[src/rtl/rca_pkg.sv]
// Shared definitions for the wide adder sequencer: slice width, FSM states,
// and an index-width helper.
package rca_pkg;

  localparam int unsigned SLICE_W = 16;

  typedef enum logic [1:0] {
    ST_IDLE = 2'd0,
    ST_RUN  = 2'd1,
    ST_DONE = 2'd2
  } state_e;

  function automatic int unsigned clog2(input int unsigned n);
    int unsigned r;
    r = 0;
    while ((32'd1 << r) < n) r++;
    return r;
  endfunction

endpackage

[src/rtl/rca_16bits.sv]
// Combinational 16-bit ripple-carry adder slice.
module rca_16bits (
  input  logic [15:0] in1,
  input  logic [15:0] in2,
  input  logic        cin,
  output logic [15:0] out,
  output logic        cout
);

  logic [16:0] carry;

  always_comb begin
    carry    = '0;
    out      = '0;
    carry[0] = cin;
    for (int unsigned i = 0; i < 16; i++) begin
      out[i]     = in1[i] ^ in2[i] ^ carry[i];
      carry[i+1] = (in1[i] & in2[i]) | (carry[i] & (in1[i] ^ in2[i]));
    end
    cout = carry[16];
  end

endmodule

[src/rtl/wide_add_sequencer.sv]
// Multi-cycle wide adder: time-multiplexes one 16-bit ripple slice across
// NSLICES operand slices, with valid/ready on both sides.
module wide_add_sequencer
  import rca_pkg::*;
#(
  parameter int unsigned NSLICES = 4
) (
  input  logic                         clk,
  input  logic                         rst,
  input  logic                         in_valid,
  output logic                         in_ready,
  input  logic [SLICE_W*NSLICES-1:0]   a,
  input  logic [SLICE_W*NSLICES-1:0]   b,
  input  logic                         cin,
  output logic                         out_valid,
  input  logic                         out_ready,
  output logic [SLICE_W*NSLICES-1:0]   sum,
  output logic                         cout
);

  localparam int unsigned W     = SLICE_W * NSLICES;
  localparam int unsigned IDX_W = (clog2(NSLICES) == 0) ? 1 : clog2(NSLICES);
  localparam logic [IDX_W-1:0] LAST_IDX = IDX_W'(NSLICES - 1);

  state_e           state_q, state_d;
  logic [W-1:0]     a_q, a_d;
  logic [W-1:0]     b_q, b_d;
  logic [W-1:0]     sum_q, sum_d;
  logic [IDX_W-1:0] idx_q, idx_d;
  logic             c_q, c_d;
  logic             cout_q, cout_d;
  logic             out_valid_q, out_valid_d;

  logic [SLICE_W-1:0] slice_a, slice_b, slice_sum;
  logic               slice_cout;

  assign slice_a = a_q[SLICE_W*idx_q +: SLICE_W];
  assign slice_b = b_q[SLICE_W*idx_q +: SLICE_W];

  rca_16bits u_rca (
    .in1  (slice_a),
    .in2  (slice_b),
    .cin  (c_q),
    .out  (slice_sum),
    .cout (slice_cout)
  );

  always_comb begin
    state_d     = state_q;
    a_d         = a_q;
    b_d         = b_q;
    sum_d       = sum_q;
    idx_d       = idx_q;
    c_d         = c_q;
    cout_d      = cout_q;
    out_valid_d = out_valid_q;

    case (state_q)
      ST_IDLE: begin
        if (in_valid) begin
          a_d     = a;
          b_d     = b;
          c_d     = cin;
          idx_d   = '0;
          state_d = ST_RUN;
        end
      end
      ST_RUN: begin
        sum_d[SLICE_W*idx_q +: SLICE_W] = slice_sum;
        c_d = slice_cout;
        if (idx_q == LAST_IDX) begin
          // Explicit wrap keeps idx in range for non-power-of-two NSLICES.
          idx_d       = '0;
          cout_d      = slice_cout;
          out_valid_d = 1'b1;
          state_d     = ST_DONE;
        end else begin
          idx_d = idx_q + IDX_W'(1);
        end
      end
      ST_DONE: begin
        if (out_ready) begin
          out_valid_d = 1'b0;
          state_d     = ST_IDLE;
        end
      end
      default: state_d = ST_IDLE;
    endcase
  end

  always_ff @(posedge clk or negedge rst) begin
    if (!rst) begin
      state_q     <= ST_IDLE;
      a_q         <= '0;
      b_q         <= '0;
      sum_q       <= '0;
      idx_q       <= '0;
      c_q         <= 1'b0;
      cout_q      <= 1'b0;
      out_valid_q <= 1'b0;
    end else begin
      state_q     <= state_d;
      a_q         <= a_d;
      b_q         <= b_d;
      sum_q       <= sum_d;
      idx_q       <= idx_d;
      c_q         <= c_d;
      cout_q      <= cout_d;
      out_valid_q <= out_valid_d;
    end
  end

  assign in_ready  = (state_q == ST_IDLE);
  assign out_valid = out_valid_q;
  assign sum       = sum_q;
  assign cout      = cout_q;

endmodule

[config.mk]
export PLATFORM = sky130hd
export DESIGN_NAME = wide_add_sequencer
export DESIGN_NICKNAME = d
export VERILOG_FILES = /design/src/rtl/rca_pkg.sv /design/src/rtl/rca_16bits.sv /design/src/rtl/wide_add_sequencer.sv
export SDC_FILE = /design/constraint.sdc
export NUM_CORES = 1
export LEC_CHECK = 0
export BUFFER_PORTS_ARGS = -buffer_cell sky130_fd_sc_hd__buf_4
export CAP_MARGIN = 20
export CORE_MARGIN = 2
export CORE_UTILIZATION = 35
export DETAILED_ROUTE_END_ITERATION = 8
export GPL_ROUTABILITY_DRIVEN = 0
export PLACE_DENSITY = 0.55
export SETUP_SLACK_MARGIN = 0.1
export SLEW_MARGIN = 5
export SYNTH_ARGS = -nofsm -noshare
export SYNTH_HDL_FRONTEND = slang
export SYNTH_HIERARCHICAL = 1
export SYNTH_SLANG_ARGS = --single-unit
[constraint.sdc]
create_clock -name clk -period 12.68 [get_ports clk]
set_input_delay 0 -clock clk [delete_from_list [all_inputs] [get_ports clk]]
set_output_delay 0 -clock clk [all_outputs]
set_load 0.01 [all_outputs]
# After elaboration in Yosys (flattened, before gate mapping)
# Cells that the tools add are included.
dict set report op_classes {
  addsub 2
  eq_ne 6
  n_shift 4
  n_mux 13
  bitwise_logic 80
  reduce_logical 8
}
# operator count
set op_table {}
lappend op_table {{$shiftx A64 B7 Y16} 2}
lappend op_table {{$bwmux W64} 1}
lappend op_table {{$shift A16 B34 Y64 const A} 1}
lappend op_table {{$shiftx A16 B34 Y64} 1}
lappend op_table {{$neg A6 Y34} 1}
lappend op_table {{$and A1 B1 Y1} 32}
lappend op_table {{$xor A1 B1 Y1} 32}
lappend op_table {{$or A1 B1 Y1} 16}
lappend op_table {{$mux W2} 5}
lappend op_table {{$ne A2 B2 Y1 const B} 3}
lappend op_table {{$pmux W2 S3} 1}
lappend op_table {{$reduce_and A2 Y1} 3}
lappend op_table {{$reduce_and A3 Y1} 2}
lappend op_table {{$eq A2 B2 Y1 const B} 2}
lappend op_table {{$pmux W1 S2} 2}
lappend op_table {{$pmux W2 S2} 1}
lappend op_table {{$reduce_bool A2 Y1} 2}
lappend op_table {{$mux W1} 3}
lappend op_table {{$add A2 B1 Y2 const B} 1}
lappend op_table {{$eq A2 B1 Y1 const B} 1}
lappend op_table {{$logic_not A2 Y1} 1}
dict set report word_totals {
  register_bits 199
  output_inout_bits 67
}

# Logic depth before layout (Yosys ltp)
# Gate-level depths: netlist of run 1.
dict set report logic_depth {
  word_depth 35
  mapped_depth 25
  ltp_nobuf 23
}

# Cells and area by module
# Netlist of run 1, hierarchy kept.
# mod n_inst cells_per_inst area_each_um2
set modules_own_cells {}
lappend modules_own_cells {wide_add_sequencer 1 575 8659.6}
lappend modules_own_cells {rca_16bits 1 26 357.8}

# Worst setup path after synthesis of run 1
# Ideal clock, no wire load.
dict set report synth_timing {
  path_kind {register to register}
  from {register idx_q[0]}
  to {register sum_q[15], in the netlist sum[15]}
  arrival_ns 7.739
  path_slack_ns 4.846
  stages_incl_launch_ff 26
  period_less_slack_ns 7.834
  cell_sequence {dfrtp_1 buf_6 buf_2 mux4_2 fa_1 inv_1 fa_1 inv_1 fa_1 fa_1 fa_1 fa_1 fa_1 fa_1 fa_1 fa_1 fa_1 fa_1 fa_1 fa_1 fa_1 inv_1 fa_1 inv_1 nand2_1 o32ai_2}
}
dict set report synth_between {
  elab_chain_cells 35
}
# item line
set synth_lines {}
lappend synth_lines {{from (decl)} wide_add_sequencer.sv:29} ;# logic [IDX_W-1:0] idx_q, idx_d;
lappend synth_lines {{from (signal assigned)} wide_add_sequencer.sv:106} ;# idx_q <= idx_d;
lappend synth_lines {{$shiftx A64 B7 Y16 *} wide_add_sequencer.sv:38} ;# assign slice_b = b_q[SLICE_W*idx_q +: SLICE_W];
lappend synth_lines {{net slice_b[0]} wide_add_sequencer.sv:34} ;# logic [SLICE_W-1:0] slice_a, slice_b, slice_sum;
lappend synth_lines {{$xor A1 B1 Y1} rca_16bits.sv:18} ;# carry[i+1] = (in1[i] & in2[i]) | (carry[i] & (in1[i] ^ in2[i]));
lappend synth_lines {{$and A1 B1 Y1} rca_16bits.sv:18}
lappend synth_lines {{$or A1 B1 Y1 *} rca_16bits.sv:18}
lappend synth_lines {{$and A1 B1 Y1 *} rca_16bits.sv:18}
lappend synth_lines {{$or A1 B1 Y1 *} rca_16bits.sv:18}
lappend synth_lines {{$and A1 B1 Y1 *} rca_16bits.sv:18}
lappend synth_lines {{[... 21 more ...]} n/a}
lappend synth_lines {{$and A1 B1 Y1 *} rca_16bits.sv:18}
lappend synth_lines {{$or A1 B1 Y1 *} rca_16bits.sv:18}
lappend synth_lines {{$and A1 B1 Y1 *} rca_16bits.sv:18}
lappend synth_lines {{$or A1 B1 Y1 *} rca_16bits.sv:18}
lappend synth_lines {{$xor A1 B1 Y1 *} rca_16bits.sv:17} ;# out[i] = in1[i] ^ in2[i] ^ carry[i];
lappend synth_lines {{net slice_sum[15]} wide_add_sequencer.sv:34}
lappend synth_lines {{$shiftx A16 B34 Y64 *} wide_add_sequencer.sv:69} ;# sum_d[SLICE_W*idx_q +: SLICE_W] = slice_sum;
lappend synth_lines {{$bwmux W64 *} wide_add_sequencer.sv:69}
lappend synth_lines {{to (signal assigned)} wide_add_sequencer.sv:105} ;# sum_q <= sum_d;
lappend synth_lines {{to (decl)} wide_add_sequencer.sv:28} ;# logic [W-1:0] sum_q, sum_d;
# The timed path passes the listed nets; every way through them passes the cells marked *.
# A chain may end at the register's enable or synchronous reset.

# Worst setup path after layout of run 1
dict set report layout_timing {
  from {register idx_q[0]}
  to {register sum_q[31], in the netlist sum[31]}
}
dict set report layout_between {
  elab_chain_cells 35
}
# item line
set layout_lines {}
lappend layout_lines {{$shiftx A64 B7 Y16 *} wide_add_sequencer.sv:37} ;# assign slice_a = a_q[SLICE_W*idx_q +: SLICE_W];
lappend layout_lines {{net slice_a[0]} wide_add_sequencer.sv:34}
lappend layout_lines {{$xor A1 B1 Y1} rca_16bits.sv:18}
lappend layout_lines {{$and A1 B1 Y1} rca_16bits.sv:18}
lappend layout_lines {{$or A1 B1 Y1 *} rca_16bits.sv:18}
lappend layout_lines {{$and A1 B1 Y1 *} rca_16bits.sv:18}
lappend layout_lines {{$or A1 B1 Y1 *} rca_16bits.sv:18}
lappend layout_lines {{$and A1 B1 Y1 *} rca_16bits.sv:18}
lappend layout_lines {{[... 21 more ...]} n/a}
lappend layout_lines {{$and A1 B1 Y1 *} rca_16bits.sv:18}
lappend layout_lines {{$or A1 B1 Y1 *} rca_16bits.sv:18}
lappend layout_lines {{$and A1 B1 Y1 *} rca_16bits.sv:18}
lappend layout_lines {{$or A1 B1 Y1 *} rca_16bits.sv:18}
lappend layout_lines {{$xor A1 B1 Y1 *} rca_16bits.sv:17}
lappend layout_lines {{net slice_sum[15]} wide_add_sequencer.sv:34}
lappend layout_lines {{$shiftx A16 B34 Y64 *} wide_add_sequencer.sv:69}
lappend layout_lines {{$bwmux W64 *} wide_add_sequencer.sv:69}
# Marks and branches as above.

==> impl_metrics.yaml, run 1 <==
worst_hold_path:
  hp-class: "primary input to asynchronous set/reset pin"
sta:
  finalCritPeriodShare_pct: 64.2
  finalSetupViolCount: 0
  hold_violations: 0
  slew_headroom_pct: 27.6
  tightest_slew_ns: 1.08
  slew_violations: 0
  layout_min_cycle_time_ns: 8.14
  setup_tns_ns: 0
  hold_ws_ns: 0.287
  worst_clock_skew_ns: 0.0117
  worst_slack_ns: 4.54
  rsz0062_at_grt: "no"
  clock.fmax_mhz: 123
placed_design:
  portBuffers: 199
  dp_hpwl_um: 16600
  place_ws_ns: 4.48
yosys:
  synth_xor_area_share_pct: 0
  synth_seq_area_share_pct: 55.2
  syn_avg_cell_area_um2: 15.0
  synth_top_area_share_pct: 55.2
  synth_top_area_cell: "dfrtp_1"
  synth_compound_area_share_pct: 8.03
  syn-num-nets: 756
  ys_seq_elements: 199
  synthSimpleGateAreaFrac_pct: 3.26
  yosysMostFrequentCell: "dfrtp_1"
  synth-edff-count: 0
  synth_common_cells: "dfrtp_1, mux2_2, inv_1, a32o_1, mux4_2"
  synth_mux_area_share_pct: 24.1
  synth_area_um2: 9020
  syn_inst: 601
  synth_flop_cell: "dfrtp_1"
  ys_async_sr_fraction_pct: 100
  yosysWarnings: 6
  netlist_top_cells_area: "dfrtp_1, mux2_2, mux4_2, a32o_1, fa_1"
  synth_cell_types: 35
  synth_top_family_by_area: "multiplexers"
  synth_adder_area_share_pct: 4.38
power_and_ir_drop:
  p_sw_mw: 1.36
  leakage_nw: 5.54
  switching_share_pct: 39.4
  finalPower_mw: 3.46
  p_seq_share_pct: 32.0
  irDropWorstVdd_mv: 0.115
  combPwrFrac_pct: 51.8
  p_clk_share_pct: 16.2
  p_int_mw: 2.10
  power_density_nw_per_um2: 273
setup_path:
  crit_family: "adder cells"
  critical_path.cell_chain: "mux4_2, fa_1, inv_1, fa_1, inv_1, fa_1, fa_1, fa_1, fa_1, fa_1, fa_1, fa_1, fa_1, fa_1, fa_1, fa_1, fa_1, fa_1, inv_1, fa_1, inv_1, nand2_1, o32ai_1"
  slowest_delay_ns: 0.62
  path_class: "flop to flop"
  cpMostUsedCell: "fa_1"
  crit_arrival_ns: 8.45
  worst_path_max_delay_cell: "dfrtp_2"
  crit_required_ns: 12.99
  setup.worst_path.start_class: "flop"
  end_kind: "flop"
  critPathBufInv: 4
  crit_fanout: 12
final_layout:
  fin_util_pct: 50.2
  syn_to_final_growth_pct: 40.7
  final_nets: 1068
  nFillCells: 2217
  drive_gt1_share_pct: 44.4
  n_antenna_cell: 0
drt:
  vias: 6273
  drcViolationCount: 0
  drt_iter0_markers: 364
  postRouteAntennaNets: 0
  totalWireLength_um: 24500
  viasPerCell: 4.99
  wl_per_cell_um: 19.5
  dr.pass1.iters: 5
floorplanning:
  initial_utilization_pct: 35.7
  ios: 200
  rows: 58
  fp.dieW_um: 165
  die_y_um: 165
  die-area_um2: 27100
  core_um2: 25300
clocking:
  post_cts_resized: 0
  clk-insertion-delay-late_ns: 0.43
  clk_pin_slew_ns: 0.07
  cts_hold_buf: 132
  clock-sinks: 199
  cts_root_buf: "clkbuf_16"
  cts_tree: "built"
  clockBufferDepth: 2
  cts_buffers: 17
  h-tree-depth: 4
  cts_setup_buffers: 0
global_route:
  gr-total-overflow: 0
  grtUsageTotal_pct: 18.5
  grt_start_max_net_pins: 123
  grt_pass1_vias: 6697
  antenna_found_initial: 0
  grt_pass1_wl_um: 37600
run_status:
  outcome: "finished clean"
job:
  drv_cap: 0
routing by layer:
metal	share of wire (%)	track usage, %	vias to the layer above
met1	46	26.4	3234
met3	5.4	3.26	21
met5	0	0	-
met4	0.82	4.70	0
met2	48	29.4	198
li1	-	-	2820
cell families after synthesis:
family / count (synthesis)
compound gates: 72
fa+ha+maj: 22
buf+inv: 94
flops: 199
mux: 161
simple gates: 53
power groups by stage:
stage | logic (mW) | registers (mW) | clock network [mW]
6_report | 1.79 | 1.11 | 0.559
5_1_grt | 1.95 | 1.15 | 0.595
4_1_cts | 1.81 | 1.11 | 0.572
3_5_place_dp | 1.77 | 1.13 | 0
3_3_place_gp | 1.73 | 1.11 | 0
2_1_floorplan | 1.20 | 1.07 | 0
cells in the final DEF (no fill, tap or decap), types with 2 or more instances in the layout:
| cell type | instances |
|---|---|
| clkinv_2 | 3 |
| clkinvlp_4 | 2 |
| nand2_1 | 31 |
| clkbuf_16 | 17 |
| nor2_1 | 2 |
| dlygate4sd3_1 | 132 |
| fa_1 | 16 |
| inv_1 | 46 |
| clkbuf_1 | 3 |
| nand2b_1 | 5 |
| clkbuf_8 | 2 |
| a32o_1 | 32 |
| and3b_1 | 2 |
| mux4_2 | 32 |
| a22o_1 | 2 |
| nor4bb_2 | 2 |
| buf_4 | 206 |
| bufinv_16 | 3 |
| ha_1 | 6 |
| o32ai_1 | 22 |
| o32ai_2 | 9 |
| inv_6 | 3 |
| nand3b_1 | 3 |
| mux2_2 | 125 |
| nor3b_2 | 2 |
| mux2_1 | 4 |
| dfrtp_2 | 2 |
| dfrtp_1 | 197 |
| a21oi_1 | 2 |
| nor2b_1 | 2 |
flip-flops by register name, summed over array words and instances (netlist names):
register and flops:
sum 64, state_q 2, a_q 64, out_valid 1, b_q 64, c_q 1
cout 1, idx_q 2
worst paths after layout:
path / from / end / cells after the start / slack, ns
worst max-delay path: idx_q[0] / sum[31] / 23 / 4.54
max in group asynchronous: rst / b_q[49] / 4 / 11.05
worst min-delay path: rst / sum[26] / 2 / 0.29
worst max register to register: idx_q[0] / sum[31] / 23 / 4.54
worst min register to register: a_q[9] / a_q[9] / 1 / 0.49
min in group clk: a[8] / a_q[8] / 3 / 0.34
stage by stage:
stage          instance area, µm²  instances
3_5_place_dp                10700       1090
5_1_grt                     12700       1256
2_1_floorplan                9020        601
4_1_cts                     12700       1254
3_3_place_gp                10700       1090
6_report                    12700       1256
layout make-up:
class	count	area (µm²)	share of cell area [%]
flip-flops and latches	199	4980	39.3
inverters	46	173	1.36
clock inverters	11	146	1.15
clock buffers	21	450	3.55
repair buffers	341	2910	23.0
well taps	330	413	3.26
multi-input cells	308	3610	28.4
(Power assumes the default switching activity.)
==> run 2: changes to the inputs <==
Clock period 12.68 ns to 8.1 ns, I/O delays scaled along.
==> run 2 against run 1 <==
  * Design area increased by 0.45%
  * Clock power increased by 57%
  * Die area unchanged
  * Worst hold slack got worse by 0.047 ns
  * Clock skew increased by 0.0012 ns
  * Utilization increased by 0.23 points
  * Critical endpoint is now sum[15]
==> impl_metrics.yaml, run 2 (synthesis results as in run 1) <==
sta:
  finalCritPeriodShare_pct: 94.7
  layout_min_cycle_time_ns: 7.67
  tightest_slew_ns: 1.07
  hold_violations: 0
  slew_violations: 0
  worst_slack_ns: 0.432
  finalSetupViolCount: 0
  slew_headroom_pct: 28.7
  worst_clock_skew_ns: 0.0129
  clock.fmax_mhz: 130
  setup_tns_ns: 0
  rsz0062_at_grt: "no"
run_status:
  outcome: "finished clean"
final_layout:
  n_antenna_cell: 0
  nFillCells: 2169
  drive_gt1_share_pct: 45.6
  multi_input_area_um2: 3630
  final_common_cell: "buf_4"
  regArea_um2: 4980
  final_nets: 1070
  final-instance-count-excl-fill: 1258
  syn_to_final_growth_pct: 41.3
  layout_common_cells: "buf_4, dfrtp_1, dlygate4sd3_1"
global_route:
  grt_start_max_net_pins: 118
  gr-total-overflow: 0
  grtUsageTotal_pct: 18.9
  grt_pass1_vias: 6752
  grt_pass1_wl_um: 38200
  antenna_found_initial: 0
placed_design:
  dp.cells: 1092
  place_ws_ns: 0.174
  portBuffers: 199
  dp_hpwl_um: 17400
setup_path:
  r2r_start: "idx_q[0]"
  crit_arrival_ns: 8.01
  path_class: "flop to flop"
  r2r_slack_ns: 0.43
  end_kind: "flop"
  crit_required_ns: 8.44
  crit_fanout: 4
  setup.worst_path.start_class: "flop"
  cp-startpoint: "idx_q[0]"
power_and_ir_drop:
  irDropWorstVdd_mv: 0.218
  p_seq_share_pct: 31.2
  p_clk_share_pct: 15.9
  p_sw_mw: 2.21
  power_density_nw_per_um2: 434
  leakage_nw: 5.56
  switching_share_pct: 39.9
  combPwrFrac_pct: 52.9
  p_int_mw: 3.32
floorplanning:
  die_y_um: 165
  fp.dieW_um: 165
  die-area_um2: 27100
  ios: 200
  initial_utilization_pct: 35.7
  rows: 58
  core_um2: 25300
clocking:
  cts_setup_buffers: 0
  h-tree-depth: 4
  cts_root_buf: "clkbuf_16"
  clockBufferDepth: 2
  clk_pin_slew_ns: 0.07
  cts_buffers: 17
  clock-sinks: 199
  clk-insertion-delay-late_ns: 0.43
  cts_tree: "built"
drt:
  totalWireLength_um: 24900
  drcViolationCount: 0
  dr.pass1.iters: 5
  wl_per_cell_um: 19.8
  drt_iter0_markers: 354
  postRouteAntennaNets: 0
  viasPerCell: 5.03
  vias: 6326
job:
  drv_cap: 0
worst_hold_path:
  hp-class: "primary input to asynchronous set/reset pin"
==> run 2: changes by cell type in the layout (fill, tap and decap cells not counted), sizes merged <==
cell      delta
clkinvlp     -1
clkinv       +3
buf          +2
bufinv       -1
clkbuf       -1
==> run 2: cell type report <==
| type | instances | share of cell area, % |
|---|---|---|
| Clock buffer | 20 | 3.66 |
| Clock inverter | 12 | 1.11 |
| Inverter | 46 | 1.36 |
| Multi-Input combinational cell | 308 | 28.5 |
| Sequential cell | 199 | 39.1 |
| Tap cell | 330 | 3.24 |
| Timing Repair Buffer | 343 | 23.1 |
==> run 2: final timing paths <==
check	endpoint	depth (start not counted)
setup / recovery	sum[15]	23
hold / removal	sum[28]	2
setup reg to reg	sum[15]	23
hold reg to reg	a_q[7]	1
max in group asynchronous	idx_q[1]	4
min in group clk	b_q[58]	3
==> run 2: what timing repair did <==
action	in CTS	in global routing
hold buffers	132	0
gates resized for setup	0	8
endpoints found under the setup margin	0	4
endpoints found under the hold margin	249	0
==> run 2: critical path: stages (launching register included) <==
cell	delay (ns)
dfrtp_2	0.43
mux4_2	0.53
fa_1	0.41
inv_1	0.09
fa_1	0.17
inv_1	0.05
fa_1	0.39
fa_2	0.39
fa_2	0.36
fa_1	0.40
fa_2	0.36
fa_1	0.40
fa_1	0.41
fa_2	0.37
fa_1	0.39
fa_1	0.39
fa_1	0.40
fa_2	0.36
fa_1	0.38
inv_1	0.08
fa_1	0.42
inv_2	0.09
nand2_1	0.07
o32ai_2	0.28
==> run 2: power groups by stage <==
stage	clock network (mW)	registers (mW)	logic [mW]
floorplan	0	1.67	1.88
global placement	0	1.71	2.77
detailed placement	0	1.75	2.83
CTS	0.895	1.73	2.89
global route	0.934	1.78	3.18
finish	0.878	1.72	2.92
==> run 2: stage by stage <==
stage                     cell area, µm²  hold slack, ns  power (mW)  utilization, %
final                              12700           0.240        5.53            50.5
after global routing               12700           0.329        5.90            50.5
after CTS                          12700           0.310        5.51            50.2
after detailed placement           10700           0.207        4.58            42.6
after global placement             10700           0.185        4.48            42.6
after floorplan                     9020          -0.296        3.55               -
==> run 2: per-layer routing <==
layer | vias to the layer above | GRT usage, % | share of wire [%]
met3 | 29 | 3.72 | 5.6
met4 | 0 | 4.27 | 1.2
met2 | 225 | 30.7 | 48
li1 | 2837 | - | -
met1 | 3235 | 26.4 | 46
met5 | - | 0 | 0
